<file path="config.mk">
export PLATFORM = sky130hd
export DESIGN_NAME = eth_frame_reader
export DESIGN_NICKNAME = d
export VERILOG_FILES = /design/src/rtl/eth_pkg.sv /design/src/rtl/eth_rd_prefetch_fifo.sv /design/src/rtl/eth_frame_reader.sv
export SDC_FILE = /design/constraint.sdc
export NUM_CORES = 1
export LEC_CHECK = 0
export CORE_MARGIN = 2
export CORE_UTILIZATION = 45
export DETAILED_ROUTE_END_ITERATION = 10
export DONT_BUFFER_PORTS = 1
export PLACE_DENSITY_LB_ADDON = 0.25
export SYNTH_ARGS = -nofsm -noshare
export SYNTH_HDL_FRONTEND = slang
export SYNTH_SLANG_ARGS = --single-unit
</file>
<file path="constraint.sdc">
create_clock -name i_clk -period 2.2 [get_ports i_clk]
set_clock_uncertainty 0.1 [all_clocks]
set_input_delay 0.22 -clock i_clk [delete_from_list [all_inputs] [get_ports i_clk]]
set_output_delay 0.22 -clock i_clk [all_outputs]
set_load 0.05 [all_outputs]
</file>
<file path="src/rtl/eth_pkg.sv">
// Shared widths and state encoding for the Ethernet buffer read path.
// Defaults match the 1024x8 transmit data buffer.
package eth_pkg;

   localparam int ETH_RAM_AW = 10;
   localparam int ETH_DW     = 8;
   localparam int ETH_LEN_W  = 11;

   typedef enum logic [1:0] {
      IDLE  = 2'd0,
      READ  = 2'd1,
      DRAIN = 2'd2,
      DONE  = 2'd3
   } rd_state_t;

endpackage

</file>
<file path="src/rtl/eth_rd_prefetch_fifo.sv">
// Small first-word-fall-through FIFO that decouples buffer RAM reads
// from the transmit stream handshake.
module eth_rd_prefetch_fifo #(
   parameter int DW    = 8,
   parameter int DEPTH = 4,
   localparam int AW   = $clog2(DEPTH)
) (
   input  logic          i_clk,
   input  logic          i_rst_n,
   input  logic          i_push,
   input  logic [DW-1:0] i_pushData,
   input  logic          i_pop,
   output logic [DW-1:0] o_head,
   output logic [AW:0]   o_count,
   output logic          o_empty,
   output logic          o_full
);

   logic [DW-1:0] mem [DEPTH];
   logic [AW-1:0] wrIdx;
   logic [AW-1:0] rdIdx;
   logic [AW:0]   count;
   logic          pushOk;
   logic          popOk;

   assign o_empty = (count == '0);
   assign o_full  = (count == (AW+1)'(DEPTH));
   assign o_count = count;
   assign o_head  = mem[rdIdx];

   // A push into a full FIFO is still fine when the head leaves in the same cycle.
   assign pushOk = i_push && (!o_full || i_pop);
   assign popOk  = i_pop && !o_empty;

   always_ff @(posedge i_clk) begin
      if (pushOk) begin
         mem[wrIdx] <= i_pushData;
      end
   end

   always_ff @(posedge i_clk) begin
      if (!i_rst_n) begin
         wrIdx <= '0;
         rdIdx <= '0;
         count <= '0;
      end else begin
         if (pushOk) begin
            wrIdx <= wrIdx + 1'b1;
         end
         if (popOk) begin
            rdIdx <= rdIdx + 1'b1;
         end
         count <= count + (AW+1)'(pushOk) - (AW+1)'(popOk);
      end
   end

endmodule

</file>
<file path="src/rtl/eth_frame_reader.sv">
// Streams a frame of bytes out of the Ethernet buffer RAM toward the MAC TX
// path, prefetching through a small FIFO to hide read latency and stalls.
module eth_frame_reader
   import eth_pkg::*;
#(
   parameter int ADDR_W = ETH_RAM_AW,
   parameter int DATA_W = ETH_DW,
   parameter int LEN_W  = ETH_LEN_W
) (
   input  logic              i_clk,
   input  logic              i_rst_n,
   input  logic              i_start,
   input  logic [ADDR_W-1:0] i_base_addr,
   input  logic [LEN_W-1:0]  i_frame_len,
   output logic              o_busy,
   output logic              o_done,
   output logic              o_rd_en,
   output logic [ADDR_W-1:0] o_rd_addr,
   input  logic [DATA_W-1:0] i_rd_data,
   output logic [DATA_W-1:0] o_tx_data,
   output logic              o_tx_valid,
   output logic              o_tx_last,
   input  logic              i_tx_ready
);

   localparam logic [LEN_W-1:0] MAX_LEN = LEN_W'(2**ADDR_W);

   rd_state_t         state;
   logic [ADDR_W-1:0] rdPtr;
   logic [LEN_W-1:0]  remaining;
   logic [LEN_W-1:0]  sent;
   logic [LEN_W-1:0]  frameLen;
   logic              busyReg;
   logic              doneReg;
   logic              inflight;

   logic [LEN_W-1:0]  startLen;
   logic [DATA_W-1:0] fifoHead;
   logic [2:0]        fifoCount;
   logic              fifoEmpty;
   logic              fifoFull;
   logic [3:0]        occupancy;
   logic              rdEn;
   logic              txValid;
   logic              txLast;
   logic              txFire;

   assign startLen = (i_frame_len > MAX_LEN) ? MAX_LEN : i_frame_len;

   // Issue only while the FIFO can absorb every outstanding byte; the decision
   // looks at registers alone so the stream ready never reaches the RAM port.
   assign occupancy = {1'b0, fifoCount} + {3'b000, inflight};
   assign rdEn      = (state == READ) && (remaining != '0) && !fifoFull &&
                      (occupancy <= 4'd2);

   assign txValid = !fifoEmpty;
   assign txLast  = txValid && (sent == frameLen - 1'b1);
   assign txFire  = txValid && i_tx_ready;

   eth_rd_prefetch_fifo #(
      .DW    (DATA_W),
      .DEPTH (4)
   ) prefetchFifo (
      .i_clk      (i_clk),
      .i_rst_n    (i_rst_n),
      .i_push     (inflight),
      .i_pushData (i_rd_data),
      .i_pop      (txFire),
      .o_head     (fifoHead),
      .o_count    (fifoCount),
      .o_empty    (fifoEmpty),
      .o_full     (fifoFull)
   );

   always_ff @(posedge i_clk) begin
      if (!i_rst_n) begin
         state     <= IDLE;
         rdPtr     <= '0;
         remaining <= '0;
         sent      <= '0;
         frameLen  <= '0;
         busyReg   <= 1'b0;
         doneReg   <= 1'b0;
         inflight  <= 1'b0;
      end else begin
         inflight <= rdEn;
         doneReg  <= 1'b0;
         if (txFire) begin
            sent <= sent + 1'b1;
         end
         if (rdEn) begin
            rdPtr     <= rdPtr + 1'b1;
            remaining <= remaining - 1'b1;
         end
         case (state)
            IDLE: begin
               if (i_start) begin
                  rdPtr     <= i_base_addr;
                  remaining <= startLen;
                  frameLen  <= startLen;
                  sent      <= '0;
                  busyReg   <= 1'b1;
                  if (startLen == '0) begin
                     state   <= DONE;
                     doneReg <= 1'b1;
                  end else begin
                     state <= READ;
                  end
               end
            end
            READ: begin
               if (rdEn && (remaining == LEN_W'(1))) begin
                  state <= DRAIN;
               end
            end
            DRAIN: begin
               // Leaving on the accepted last beat puts o_done in the very next cycle.
               if (txFire && txLast) begin
                  state   <= DONE;
                  doneReg <= 1'b1;
               end
            end
            DONE: begin
               busyReg <= 1'b0;
               state   <= IDLE;
            end
            default: state <= IDLE;
         endcase
      end
   end

   assign o_busy     = busyReg;
   assign o_done     = doneReg;
   assign o_rd_en    = rdEn;
   assign o_rd_addr  = rdPtr;
   assign o_tx_valid = txValid;
   assign o_tx_last  = txLast;
   // Masked so the stream data reads as zero whenever nothing is offered.
   assign o_tx_data  = txValid ? fifoHead : '0;

endmodule

</file>
==> flow_metrics.py, run 1 <==
metrics = {
    "finish": {
        "syn_to_final_growth_pct": 32.73,
        "drive_gt1_share_pct": 30.08,
        "layout_common_cells": "55 x buf_4, 51 x dfxtp_1, 41 x nand2_1, 34 x nor2_1, 32 x edfxtp_1",
        "layout_commonest_cell": "buf_4",
        "regArea_mm2": 0.002115,
        "multi_input_area_mm2": 0.002318,
        "diodes": 0,
        "n_fill_cell": 753,
        "nNetsFinal": 559,
    },
    "timing": {
        "slew_viol_final": 0,
        "max_freq_ghz": 0.3784,
        "setup_slack_ns": -0.4427,
        "finalHoldViolations": 0,
        "fin_tns_setup_ns": -2.180,
        "slew_headroom_pct": 63.41,
        "finalWorstPathRequiredPeriod_ns": 2.643,
        "rsz0062_at_grt": "true",
        "fin_crit_sh_pct": 120.1,
        "finalSetupViolCount": 12,
        "worst_pin_slew_ns": 0.5480,
    },
    "setup_path": {
        "critPathMaxFanout": 3,
        "r2r_cells": 12,
        "r2r_start": "frameLen[1]",
        "endpoint_kind": "output port",
        "crit_end": "o_tx_last",
        "path_class": "reg2out",
        "startpoint_type": "register",
        "startpoint": "frameLen[1]",
        "worst_r2r_endpoint": "state[1]",
        "cp.required_ns": 1.88,
        "worstPathArrival_ns": 2.32,
        "r2r_setup_slack_ns": -0.37,
    },
    "place": {
        "gp_routability_congestion": 0.8653,
        "portBuffers": 0,
        "place_ws_ns": -0.1884,
        "dpl.hpwl_um": 6738,
    },
    "global_routing": {
        "grt_max_degree": 25,
        "grt.total_usage_pct": 19.16,
        "grt.overflow.total": 0,
        "grt_pass1_wl_um": 15730,
        "grt_pass1_vias": 3345,
        "antenna_found_initial": 0,
    },
    "pwr": {
        "p_comb_share_pct": 49.4,
        "p_leak_nw": 2.192,
        "seqPwrFrac_pct": 33.4,
        "ir_worst_vdd_uv": 1037,
        "p_int_w": 0.003838,
        "swShare_pct": 41.39,
        "powerDensity_mw_per_mm2": 1139,
        "power_frac_clock_pct": 17.2,
        "p_sw_w": 0.002711,
    },
    "die": {
        "dieArea_mm2": 0.01043,
        "die_x_um": 102.1,
        "start_util_pct": 46.66,
        "core_area_mm2": 0.009284,
        "io_pins": 56,
        "num_rows": 35,
        "die_h_um": 102.1,
    },
    "clock_network": {
        "htree_levels": 3,
        "cts-root-buf": "clkbuf_8",
        "cts_tree": "built",
        "path_clk_slew_ns": 0.10,
        "cts_sinks": 89,
        "clock_latency_ns": 0.36,
        "clockBufferDepth": 2,
        "cts_made_buffers": 9,
    },
    "logic_synthesis": {
        "synth_ff_type": "dfxtp_1",
        "ys_warn_count": 0,
        "async_flop_share_pct": 0,
        "synth_cell_type_count": 58,
        "syn_inst": 416,
        "synth.cell_area_mm2": 0.004332,
        "ys_seq_elements": 89,
        "avgSynthCellArea_um2": 10.41,
        "synth_edf_count": 32,
        "yosysSeqAreaShare_pct": 48.53,
        "synth_nets": 468,
    },
    "routing": {
        "drtIter0Drc": 182,
        "num_vias": 3391,
        "via_per_inst": 5.290,
        "ant_nets": 0,
        "drt-wirelength-per-cell_um": 15.10,
        "drc": 0,
        "dr.pass1.iters": 4,
        "route.final.wire_length_um": 9677,
    },
    "status": {
        "status": "complete, but fails checks",
        "violations": "setup timing",
    },
    "job": {
        "cap_viol_max_count": 0,
    },
    "min_path": {
        "hp-class": "in2reg",
    },
}
==> power by group through the flow <==
stage	Combinational (W)	Clock, W	Sequential, W
6_report	0.00324	0.00113	0.00218
5_1_grt	0.00349	0.00121	0.00222
4_1_cts	0.00297	0.00115	0.00218
3_5_place_dp	0.00271	0	0.00222
3_3_place_gp	0.00267	0	0.00220
2_1_floorplan	0.00188	0	0.00241
==> per-layer routing <==
| layer | share of wire, % | global-route usage (%) |
|---|---|---|
| met1 | 45 | 25.47 |
| met2 | 47 | 30.47 |
| met3 | 5.4 | 5.540 |
| met4 | 1.8 | 5.949 |
| met5 | 0 | 0 |
==> worst min-delay path by stage <==
stage / from / to / slack, ns / cells past startpoint
CTS: i_rst_n / state[1] / 0.02 / 3
finish: i_rst_n / state[1] / 0.03 / 3
detailed placement: i_rd_data[1] / prefetchFifo.mem[2][1] / 0.22 / 0
global route: i_rst_n / state[1] / 0.04 / 3
global placement: i_rd_data[0] / prefetchFifo.mem[0][0] / 0.22 / 0
floorplan: i_rd_data[0] / prefetchFifo.mem[0][0] / 0.22 / 0
==> state kept, by name, indices dropped and copies added, names as in the netlist, named ones only <==
name,flops
o_rd_addr,10
prefetchFifo.mem,32
frameLen,11
prefetchFifo.rdIdx,2
o_done,1
o_busy,1
prefetchFifo.o_count,3
state,2
inflight,1
prefetchFifo.wrIdx,2
sent,11
remaining,11
==> final cells by class <==
type,count,area share (%)
inverters,21,1.502
repair buffers,97,15.06
well taps,129,2.807
flip-flops and latches,89,36.78
multi-input cells,289,40.33
clock inverters,7,1.371
clock buffers,9,2.155
==> cells in the mapped netlist, types with 2 or more instances <==
library cell | instances | area share [%]
nand3_1 | 7 | 0.81
xnor2_1 | 20 | 4.0
buf_2 | 2 | 0.23
dfxtp_1 | 57 | 26
o211ai_1 | 4 | 0.69
o31ai_1 | 2 | 0.35
nand2_1 | 47 | 4.1
and2_1 | 15 | 2.2
xor2_1 | 21 | 4.2
inv_1 | 20 | 1.7
nor2b_1 | 2 | 0.29
a211oi_1 | 6 | 1.0
or3_1 | 5 | 0.72
ha_1 | 18 | 5.2
buf_6 | 4 | 1.0
buf_4 | 2 | 0.35
nor2_1 | 37 | 3.2
or4_1 | 2 | 0.35
and3_1 | 4 | 0.58
mux2i_1 | 3 | 0.69
nor4_4 | 2 | 0.98
nor4_1 | 4 | 0.58
mux4_2 | 8 | 4.2
clkbuf_1 | 8 | 0.69
nor3_1 | 8 | 0.92
o21ai_0 | 18 | 2.1
o21ai_1 | 4 | 0.46
nand4_1 | 9 | 1.3
edfxtp_1 | 32 | 22
a21oi_1 | 16 | 1.8
a221oi_1 | 2 | 0.40
==> timing repair <==
| action | 4_1_cts | 5_1_grt |
|---|---|---|
| endpoints found under the setup margin | 25 | 26 |
| buffers inserted | 8 | 6 |
| endpoints found under the hold margin | 70 | 0 |
| pin swaps | 13 | 23 |
| resized for setup | 30 | 30 |
| hold buffers | 30 | 0 |
==> through the flow <==
step | std cells | total power (W) | instance area (um^2) | hold slack, ns | util [%]
after floorplan | 416 | 0.004289 | 4484 | 0.2189 | -
after global placement | 583 | 0.004872 | 4941 | 0.2190 | 53.22
after detailed placement | 583 | 0.004927 | 4941 | 0.2190 | 53.22
after CTS | 637 | 0.006295 | 5579 | 0.02499 | 60.09
after global routing | 641 | 0.006926 | 5749 | 0.04261 | 61.93
final | 641 | 0.006549 | 5749 | 0.03441 | 61.93
==> critical path, stage by stage (launching register included) <==
cell     delay [ns]
dfxtp_2        0.33
inv_2          0.07
ha_4           0.13
or3b_4         0.39
nor3_4         0.14
a21oi_1        0.09
a211o_1        0.34
buf_4          0.15
nor3_4         0.16
buf_12         0.17
==> logic make-up after synthesis <==
group	count (synthesis)	synth area share, %
simple gates	150	17.76
xor+xnor	41	8.290
mux	11	4.853
compound gates	68	10.43
fa+ha+maj	19	5.662
buf+inv	38	4.477
flops	89	48.53
Power figures use the tool's default switching activity.
==> run 2, diff against run 1 <==
--- a/config.mk
+++ b/config.mk
@@ -6,10 +6,12 @@
 export NUM_CORES = 1
 export LEC_CHECK = 0
 export CORE_MARGIN = 2
-export CORE_UTILIZATION = 45
+export CORE_UTILIZATION = 40
 export DETAILED_ROUTE_END_ITERATION = 10
 export DONT_BUFFER_PORTS = 1
+export MAX_ROUTING_LAYER = met4
 export PLACE_DENSITY_LB_ADDON = 0.25
+export SLEW_MARGIN = 15
 export SYNTH_ARGS = -nofsm -noshare
 export SYNTH_HDL_FRONTEND = slang
 export SYNTH_SLANG_ARGS = --single-unit
==> run 2 against run 1 <==
  * Fmax is 0.59% lower
  * Die area is 12% higher
  * The flow still finishes with violations (setup timing)
  * Setup slack worse by 0.016 ns
  * Core utilization is 7.2 points lower
  * Largest cell class unchanged
  * Clock power hardly changed
==> flow_metrics.py, run 2 (synthesized netlist as in run 1, its figures left out) <==
metrics = {
    "setup_path": {
        "crit_chain": "buf_4 -> or4_4 -> nor4_4 -> xnor2_1 -> nand2_2 -> nor3_4 -> buf_12",
        "critPathMaxStageDelay_ns": 0.56,
        "endpoint_kind": "output port",
        "crit_path_top_delay_cell": "or4_4",
        "startpoint_type": "register",
        "critPathMaxFanout": 3,
        "path_class": "reg2out",
        "crit_family": "simple AND/OR/NAND/NOR gates",
        "crit_buf_inv": 2,
        "worstPathArrival_ns": 2.34,
        "cp.required_ns": 1.88,
    },
    "routing": {
        "route.final.wire_length_um": 10060,
        "num_vias": 3370,
        "ant_nets": 0,
        "via_per_inst": 5.241,
        "dr.pass1.iters": 5,
        "drt-wirelength-per-cell_um": 15.64,
        "drtIter0Drc": 171,
        "drc": 0,
    },
    "die": {
        "die_h_um": 108.1,
        "die_x_um": 108.1,
        "dieArea_mm2": 0.01168,
        "start_util_pct": 41.59,
        "io_pins": 56,
        "core_area_mm2": 0.01042,
        "num_rows": 37,
    },
    "finish": {
        "multi_input_area_mm2": 0.002323,
        "largest_reg_flops": 32,
        "n_fill_cell": 887,
        "syn_to_final_growth_pct": 31.69,
        "drive_gt1_share_pct": 29.45,
        "regArea_mm2": 0.002111,
        "largest_register": "prefetchFifo.mem",
        "layout_commonest_cell": "dfxtp_1",
        "fin_util_pct": 54.76,
        "nNetsFinal": 553,
        "final_cells": 643,
        "layout_common_cells": "52 x dfxtp_1, 51 x buf_4, 41 x nand2_1, 34 x nor2_1, 32 x edfxtp_1",
    },
    "pwr": {
        "p_leak_nw": 2.161,
        "p_comb_share_pct": 49.4,
        "p_int_w": 0.003836,
        "power_frac_clock_pct": 17.2,
        "ir_worst_vdd_uv": 721.0,
        "powerDensity_mw_per_mm2": 1149,
        "swShare_pct": 41.49,
        "seqPwrFrac_pct": 33.4,
        "p_sw_w": 0.002720,
    },
    "clock_network": {
        "clock_latency_ns": 0.36,
        "cts_sinks": 89,
        "htree_levels": 3,
        "clockBufferDepth": 2,
        "path_clk_slew_ns": 0.10,
        "cts_tree": "built",
        "cts-root-buf": "clkbuf_8",
        "cts_made_buffers": 9,
    },
    "status": {
        "status": "complete, but fails checks",
        "violations": "setup timing",
    },
    "place": {
        "place_inst": 587,
        "dpl.hpwl_um": 6815,
        "gp_routability_congestion": 0.8330,
        "portBuffers": 0,
        "place_ws_ns": -0.1630,
    },
    "timing": {
        "slew_viol_final": 0,
        "finalWorstPathRequiredPeriod_ns": 2.658,
        "fin_tns_setup_ns": -2.217,
        "hold_ws_ns": 0.01679,
        "setup_slack_ns": -0.4585,
        "finalHoldViolations": 0,
        "fin_crit_sh_pct": 120.8,
        "rsz0062_at_grt": "true",
        "worst_pin_slew_ns": 0.5485,
        "max_freq_ghz": 0.3762,
        "slew_headroom_pct": 63.38,
        "finalSetupViolCount": 13,
    },
    "global_routing": {
        "grt.overflow.total": 0,
        "grt_util_met2_pct": 29.92,
        "grt_pass1_wl_um": 16270,
        "grt_max_degree": 24,
        "grt-busiest-layer": "met2",
        "grt_pass1_vias": 3406,
        "grt.total_usage_pct": 18.31,
        "antenna_found_initial": 1,
        "use_met3_pct": 4.822,
        "gr-usage-met1_pct": 22.17,
    },
    "min_path": {
        "hp-class": "in2reg",
    },
    "job": {
        "cap_viol_max_count": 0,
    },
}
[run 2: changes by cell type in the layout (fill, tap and decap cells not counted), moves of 2 or more]
cell / delta
o21ai_0: -2
nand2_4: +2
o21ai_1: +2
buf_6: -2
inv_8: +2
buf_4: -4
[run 2: worst paths after layout]
check	start	endpoint	slack [ns]	depth (start not counted)
setup / recovery	frameLen[0]	o_tx_last	-0.46	7
hold / removal	i_start	o_done	0.02	2
setup reg to reg	frameLen[1]	o_done	-0.39	12
hold reg to reg	frameLen[9]	frameLen[9]	0.38	2
[run 2: power by group through the flow]
stage               sequential, W  clock [W]  combinational, W
finish                    0.00219    0.00113           0.00324
CTS                       0.00218    0.00116           0.00305
floorplan                 0.00241          0           0.00188
global placement          0.00220          0           0.00268
global route              0.00222    0.00123           0.00348
detailed placement        0.00221          0           0.00272
[run 2: metal layers]
layer  share of wire [%]  wire length, um
met5                   0                0
met4                 1.7              172
met3                 5.7              571
met2                  48             4783
met1                  45             4531
[run 2: layout make-up]
| type | count | share of cell area (%) |
|---|---|---|
| diodes | 1 | 0.04387 |
| repair buffers | 91 | 14.17 |
| multi-input cells | 289 | 40.73 |
| inverters | 21 | 1.557 |
| flip-flops and latches | 89 | 37.00 |
| clock buffers | 9 | 2.172 |
| clock inverters | 7 | 1.338 |
| well taps | 136 | 2.983 |
[run 2: through the flow]
step                power, W  cell area (um^2)
floorplan           0.004289              4484
detailed placement  0.004939              4927
global route        0.006931              5704
global placement    0.004881              4927
CTS                 0.006395              5589
finish              0.006556              5704
[run 2: what timing repair did]
item	4_1_cts	5_1_grt
hold buffers	30	0
setup buffers	6	3
setup endpoints to repair	26	25
gates cloned	0	0
pin swaps	18	14
hold endpoints to repair	69	0
gates resized for setup	40	20
